===== src/rtl/mobo_bus_arbiter_pkg.sv =====
// Shared constants for the motherboard port arbiter: control/status bit
// positions, arbiter state encoding and a small index helper.
package mobo_bus_arbiter_pkg;

  localparam int WORD_WIDTH = 32;

  localparam int MOBO_CTRL_VALID = 0;
  localparam int MOBO_CTRL_WE    = 1;

  localparam int MOBO_STAT_ACK = 0;
  localparam int MOBO_STAT_ERR = 1;

  typedef enum logic [1:0] {
    IDLE,
    ISSUE,
    DONE
  } arb_state_t;

  // Increment a requester index with wrap at n.
  function automatic int unsigned wrap_inc(input int unsigned idx, input int unsigned n);
    return (idx + 1 >= n) ? 0 : idx + 1;
  endfunction

endpackage


===== src/rtl/mobo_bus_arbiter_if.sv =====
// Motherboard read/write port: command/address/data toward the board,
// status and read data back. master = arbiter side, slave = board side.
interface mobo_bus_arbiter_if
  import mobo_bus_arbiter_pkg::*;
#(
  parameter int word_width = WORD_WIDTH
);
  logic [word_width-1:0] ctrl;
  logic [word_width-1:0] addr;
  logic [word_width-1:0] wdata;
  logic [word_width-1:0] stat;
  logic [word_width-1:0] rdata;

  modport master (output ctrl, output addr, output wdata, input stat, input rdata);
  modport slave  (input ctrl, input addr, input wdata, output stat, output rdata);
endinterface


===== src/rtl/mobo_bus_arbiter_rr_arbiter.sv =====
// Combinational round-robin pick: first set request scanning upward from
// rr_ptr with wrap.
module mobo_bus_arbiter_rr_arbiter #(
  parameter int NUM_REQ = 3
) (
  input  logic [NUM_REQ-1:0]         req,
  input  logic [$clog2(NUM_REQ)-1:0] rr_ptr,
  output logic [NUM_REQ-1:0]         grant,
  output logic [$clog2(NUM_REQ)-1:0] grant_idx,
  output logic                       any_req
);
  localparam int IDX_W = $clog2(NUM_REQ);

  always_comb begin
    grant_idx = '0;
    any_req   = |req;
    // Scan from farthest to nearest so the nearest hit is the one kept.
    for (int i = NUM_REQ - 1; i >= 0; i--) begin
      if (req[(int'(rr_ptr) + i) % NUM_REQ]) begin
        grant_idx = IDX_W'((int'(rr_ptr) + i) % NUM_REQ);
      end
    end
    grant = any_req ? (NUM_REQ'(1) << grant_idx) : '0;
  end

endmodule


===== src/rtl/mobo_bus_arbiter.sv =====
// Round-robin arbiter sharing the single motherboard port between CPU-side
// requesters; latches the winning command and runs the ctrl/stat handshake.
//
//   state | meaning
//   IDLE  | no command outstanding, arbitrate on req
//   ISSUE | CMD_VALID driven, waiting for ACK/ERR or timeout
//   DONE  | done/err pulse to the winner, advance rr_ptr
module mobo_bus_arbiter
  import mobo_bus_arbiter_pkg::*;
#(
  parameter int word_width = WORD_WIDTH,
  parameter int NUM_REQ    = 3,
  parameter int TIMEOUT    = 255
) (
  input  logic                          clk,
  input  logic                          rst_n,
  input  logic [NUM_REQ-1:0]            req,
  input  logic [NUM_REQ-1:0]            req_we,
  input  logic [NUM_REQ*word_width-1:0] req_addr,
  input  logic [NUM_REQ*word_width-1:0] req_wdata,
  output logic [NUM_REQ-1:0]            gnt,
  output logic [NUM_REQ-1:0]            done,
  output logic [NUM_REQ-1:0]            err,
  output logic [word_width-1:0]         rdata,
  mobo_bus_arbiter_if.master            mobo,
  output logic                          busy
);
  localparam int IDX_W = $clog2(NUM_REQ);
  localparam int CNT_W = (TIMEOUT > 1) ? $clog2(TIMEOUT) : 1;
  localparam logic [CNT_W-1:0] CNT_LAST = (TIMEOUT > 0) ? CNT_W'(TIMEOUT - 1) : '0;

  arb_state_t        state;
  logic [IDX_W-1:0]  rr_ptr;
  logic [IDX_W-1:0]  id;
  logic              we;
  logic [CNT_W-1:0]  cnt;

  logic [NUM_REQ-1:0]    win_oh;
  logic [IDX_W-1:0]      win_idx;
  logic                  any_req;
  logic [NUM_REQ-1:0]    id_oh;
  logic [word_width-1:0] cmd_word;
  logic                  stat_ack;
  logic                  stat_err;
  logic                  timeout_hit;
  logic                  unused_stat;

  mobo_bus_arbiter_rr_arbiter #(.NUM_REQ(NUM_REQ)) u_rr (
    .req       (req),
    .rr_ptr    (rr_ptr),
    .grant     (win_oh),
    .grant_idx (win_idx),
    .any_req   (any_req)
  );

  assign id_oh       = NUM_REQ'(1) << id;
  assign stat_ack    = mobo.stat[MOBO_STAT_ACK];
  assign stat_err    = mobo.stat[MOBO_STAT_ERR];
  assign timeout_hit = (TIMEOUT != 0) && (cnt == CNT_LAST);
  assign unused_stat = ^mobo.stat[word_width-1:2];

  always_comb begin
    cmd_word                  = '0;
    cmd_word[MOBO_CTRL_VALID] = 1'b1;
    cmd_word[MOBO_CTRL_WE]    = req_we[win_idx];
  end

  always_ff @(posedge clk) begin
    if (!rst_n) begin
      state      <= IDLE;
      rr_ptr     <= '0;
      id         <= '0;
      we         <= 1'b0;
      cnt        <= '0;
      gnt        <= '0;
      done       <= '0;
      err        <= '0;
      rdata      <= '0;
      mobo.ctrl  <= '0;
      mobo.addr  <= '0;
      mobo.wdata <= '0;
      busy       <= 1'b0;
    end else begin
      gnt <= '0;
      case (state)
        IDLE: begin
          if (any_req) begin
            id         <= win_idx;
            we         <= req_we[win_idx];
            mobo.addr  <= req_addr[win_idx*word_width +: word_width];
            mobo.wdata <= req_wdata[win_idx*word_width +: word_width];
            mobo.ctrl  <= cmd_word;
            gnt        <= win_oh;
            cnt        <= '0;
            busy       <= 1'b1;
            state      <= ISSUE;
          end
        end
        ISSUE: begin
          if (stat_err || stat_ack || timeout_hit) begin
            mobo.ctrl <= '0;
            done      <= id_oh;
            // A timeout coinciding with ACK still counts as success.
            err       <= (stat_err || !stat_ack) ? id_oh : '0;
            if (!stat_err && stat_ack && !we) rdata <= mobo.rdata;
            state     <= DONE;
          end else begin
            cnt <= cnt + CNT_W'(1);
          end
        end
        DONE: begin
          done   <= '0;
          err    <= '0;
          rr_ptr <= IDX_W'(wrap_inc(32'(id), NUM_REQ));
          busy   <= 1'b0;
          state  <= IDLE;
        end
        default: state <= IDLE;
      endcase
    end
  end

endmodule


===== src/flat_wrapper.sv =====
// flat-port wrapper written by rule: the top's interface ports become plain ports
module mobo_bus_arbiter_flat import mobo_bus_arbiter_pkg::*;
#(
  parameter int word_width = WORD_WIDTH,
  parameter int NUM_REQ    = 3,
  parameter int TIMEOUT    = 255
)
  (clk, rst_n, req, req_we, req_addr, req_wdata, gnt, done, err, rdata, busy, mobo_ctrl, mobo_addr, mobo_wdata, mobo_stat, mobo_rdata);
  mobo_bus_arbiter_if #(.word_width(word_width)) mobo_i ();
  input  logic clk;
  input  logic rst_n;
  input  logic [NUM_REQ-1:0] req;
  input  logic [NUM_REQ-1:0] req_we;
  input  logic [NUM_REQ*word_width-1:0] req_addr;
  input  logic [NUM_REQ*word_width-1:0] req_wdata;
  output logic [NUM_REQ-1:0] gnt;
  output logic [NUM_REQ-1:0] done;
  output logic [NUM_REQ-1:0] err;
  output logic [word_width-1:0] rdata;
  output logic busy;
  output wire logic [$bits(mobo_i.ctrl)-1:0] mobo_ctrl;
  output wire logic [$bits(mobo_i.addr)-1:0] mobo_addr;
  output wire logic [$bits(mobo_i.wdata)-1:0] mobo_wdata;
  input wire logic [$bits(mobo_i.stat)-1:0] mobo_stat;
  input wire logic [$bits(mobo_i.rdata)-1:0] mobo_rdata;
  assign mobo_ctrl = mobo_i.ctrl;
  assign mobo_addr = mobo_i.addr;
  assign mobo_wdata = mobo_i.wdata;
  assign mobo_i.stat = mobo_stat;
  assign mobo_i.rdata = mobo_rdata;
  mobo_bus_arbiter #(.word_width(word_width), .NUM_REQ(NUM_REQ), .TIMEOUT(TIMEOUT)) u_core (.clk(clk), .rst_n(rst_n), .req(req), .req_we(req_we), .req_addr(req_addr), .req_wdata(req_wdata), .gnt(gnt), .done(done), .err(err), .rdata(rdata), .mobo(mobo_i), .busy(busy));
endmodule

===== config.mk =====
export PLATFORM = sky130hd
export DESIGN_NAME = mobo_bus_arbiter_flat
export DESIGN_NICKNAME = d
export VERILOG_FILES = /design/src/rtl/mobo_bus_arbiter_pkg.sv /design/src/rtl/mobo_bus_arbiter_if.sv /design/src/rtl/mobo_bus_arbiter_rr_arbiter.sv /design/src/rtl/mobo_bus_arbiter.sv /design/src/flat_wrapper.sv
export SDC_FILE = /design/constraint.sdc
export NUM_CORES = 1
export LEC_CHECK = 0
export ABC_AREA = 1
export CAP_MARGIN = 10
export CELL_PAD_IN_SITES_DETAIL_PLACEMENT = 1
export CELL_PAD_IN_SITES_GLOBAL_PLACEMENT = 1
export CORE_MARGIN = 8
export CORE_UTILIZATION = 26
export CTS_BUF_LIST = sky130_fd_sc_hd__clkbuf_4 sky130_fd_sc_hd__clkbuf_8 sky130_fd_sc_hd__clkbuf_16
export CTS_CLUSTER_DIAMETER = 60
export DETAILED_ROUTE_END_ITERATION = 8
export GPL_ROUTABILITY_DRIVEN = 0
export HOLD_SLACK_MARGIN = 0.15
export PLACE_DENSITY_LB_ADDON = 0.3
export RECOVER_POWER = 25
export SYNTH_ARGS = -nofsm -noshare
export SYNTH_HDL_FRONTEND = slang
export SYNTH_HIERARCHICAL = 1
export SYNTH_SLANG_ARGS = --single-unit

===== constraint.sdc =====
create_clock -name clk -period 4.9 [get_ports clk]
set_input_delay 0.98 -clock clk [delete_from_list [all_inputs] [get_ports clk]]
set_output_delay 0.98 -clock clk [all_outputs]
set_load 0.03 [all_outputs]

==> impl_metrics.ini <==
[sta]
max_freq_mhz = 312
hold_viol = 0
period_share_pct = 65.4
tns_ps = 0
rsz0062_at_grt = no
whs_ps = 476
finalCriticalPeriod_ps = 3210
setup_ws_ps = 1690
fin_skew_ps = 7.39
slew_headroom_pct = -29.6
slew_violations = 96
finalSetupViolations = 0
max_slew.worst_pin.slew_ps = 1940

[pwr]
p_total_mw = 3.70
seqPwrFrac_pct = 31.8
power.leakage_nw = 4.04
p_int_mw = 2.41
pwr-share-clk_pct = 35.7
p_sw_mw = 1.28
peakVddDrop_mv = 0.185
cellPowerDensity_nw_per_um2 = 363
netSwitchingFraction_pct = 34.7
power_frac_comb_pct = 32.5

[critical_path]
r2r_slack_ps = 2250
crit_path_start_kind = input port
path_max_fanout = 34
crit_required_ps = 5240
crit_path_end_kind = register
max_stage_delay_ps = 630
critPathBufInv = 4
cp_top_family = buffers and inverters
arrival_ps = 3540
crit_chain = dlygate4sd3_1 > inv_1 > nand3_1 > nand3_4 > inv_2 > buf_4 > o21ai_0 > a21oi_1
crit_slowest_cell = inv_2
worstSetupPathType = input port to register

[synthesis]
syn_inst = 873
yosysUniqueCellTypes = 34
ys_seq_area_share_pct = 40.2
ys_warn_count = 6
synth_area_per_cell_um2 = 7.01
synth-seq-cells = 123
synth_area_um2 = 6120

[drt]
vias = 7097
wl_mm = 29.3
drc = 0
viasPerCell = 4.68
dr.max_layer_used = met5
wl_met1_mm = 11.4
drtIter0Drc = 329
wl_met2_mm = 15.3
ant_nets = 0
avgRoutedWirePerCell_um = 19.3
wl_met3_mm = 1.93
firstDrtPassIters = 4

[cells_and_area]
fillers = 2896
drive_gt1_share_pct = 6.03
layout_commonest_cell = clkdlybuf4s50_1
synthToLayoutAreaGrowth_pct = 66.5
mostFrequentLayoutCells = clkdlybuf4s50_1 (297), nor2_1 (201), o21ai_0 (140)
register_area_um2 = 2460
fin_cells = 1517
nets = 1450
final_util_pct = 43.8
multi_input_area_um2 = 3080
finalInstanceArea_um2 = 10200

[global_routing]
antenna_found_initial = 5
grt_pass1_vias = 7588
grt_usage_pct = 19.8
overflow = 0
grt_max_degree = 96
grt_pass1_wl_mm = 43.9

[floorplan]
pin_count = 402
die_w_um = 169
dieHeight_um = 169
std_cell_rows = 56
initial_core_util_pct = 26.3
die_area_um2 = 28700
design.core.area_um2 = 23300

[min_path]
hp-class = register to register

[placement]
dpl_worst_slack_ps = 1320
port_buffers = 341
dpl.hpwl_mm = 21.6
dp_cells = 1481
place_area_um2 = 9580

[run_status]
violations = capacitance limit, slew limit
outcome = finished, violations left

[clock_tree]
cts_resized = 0
insertion_delay_ps = 420
post-cts-setup-buffers = 0
clock_path_buffers = 2
cts_made_buffers = 17
cts_hold_buf = 0
cts_tree = yes
cts.sinks = 123
cts.htree.levels = 4
path_clk_slew_ps = 60
ctsRootBufferMaster = clkbuf_16

[flow_run]
drv_cap = 1
layout make-up:
type                            instances  share of cell area [%]
Tap cell                              319                    3.92
Inverter                               34                    1.28
Clock inverter                         14                    1.66
Clock buffer                           18                    4.31
Antenna cell                            4                  0.0983
Multi-Input combinational cell        652                    30.2
Timing Repair Buffer                  353                    34.3
Sequential cell                       123                    24.2
cells by family (layout without fill, tap and decap cells):
logic type	after synthesis	after routing	share of synthesized area [%]
DFF	123	123	40.2
adders and majority gates	5	5	1.02
AOI/OAI and AO/OA	289	289	24.5
other	1	34	0.0613
and+or+nand+nor	328	328	22.9
buffers and inverters	127	419	11.3
sequential cells by signal (all words and copies together) (netlist names):
name               count
u_core/busy            1
u_core/cnt             8
u_core/done            3
u_core/err             3
u_core/gnt             3
u_core/id              2
u_core/mobo.addr      32
u_core/mobo.ctrl       2
u_core/mobo.wdata     32
u_core/rdata          32
u_core/rr_ptr          2
u_core/state           2
u_core/we              1
power groups by stage:
stage | Sequential [mW] | Combinational [mW] | Clock (mW)
2_1_floorplan | 1.40 | 0.484 | 0
3_3_place_gp | 1.19 | 1.21 | 0
3_5_place_dp | 1.20 | 1.23 | 0
4_1_cts | 1.18 | 1.23 | 1.35
5_1_grt | 1.19 | 1.30 | 1.40
6_report | 1.17 | 1.20 | 1.32
layer usage:
metal,vias up,GRT usage (%)
met5,-,0
met4,2,7.08
met3,33,6.51
met2,197,36.6
met1,3392,20.7
li1,3473,-
Yosys cell counts:
library cell	number	area, um^2
nor3_1	1	5.00
nand2_1	59	221
a31oi_1	12	75.1
buf_1	6	22.5
a211oi_1	1	7.51
buf_2	24	120
nand2_4	1	11.3
inv_2	6	22.5
o21ai_0	140	701
or2_2	4	25.0
o21ai_1	3	15.0
dfxtp_1	123	2460
nor2_2	3	18.8
a21oi_1	119	596
clkinv_1	1	3.75
or2_0	8	50.1
nand3_4	1	17.5
buf_6	4	45.0
nand3_2	2	20.0
a21oi_2	1	8.76
inv_4	1	6.26
o21a_1	1	7.51
nand3_1	35	175
clkbuf_1	19	71.3
nor3_4	1	16.3
nand4_1	3	18.8
o211ai_1	12	90.1
ha_1	5	62.6
conb_1	1	3.75
nor2_4	2	22.5
buf_4	40	300
inv_1	26	97.6
nand2_2	7	43.8
nor2_1	201	754
final timing paths:
path | start | endpoint | cells after the start
max | req[2] | u_core/mobo.addr[13]$_SDFFE_PN0P_ | 8
min | u_core/mobo.ctrl[0]$_SDFFE_PN0P_ | u_core/mobo.ctrl[0]$_SDFFE_PN0P_ | 2
max reg2reg | u_core/rr_ptr[0]$_SDFFE_PN0P_ | u_core/mobo.addr[18]$_SDFFE_PN0P_ | 13
min reg2reg | u_core/mobo.ctrl[0]$_SDFFE_PN0P_ | u_core/mobo.ctrl[0]$_SDFFE_PN0P_ | 2
worst min-delay path: stages, from the launching register on:
cell	delay [ps]
dfxtp_1	310
nand3_1	70
nand2_1	50
Note: power is estimated with default switching activity, not from simulation.
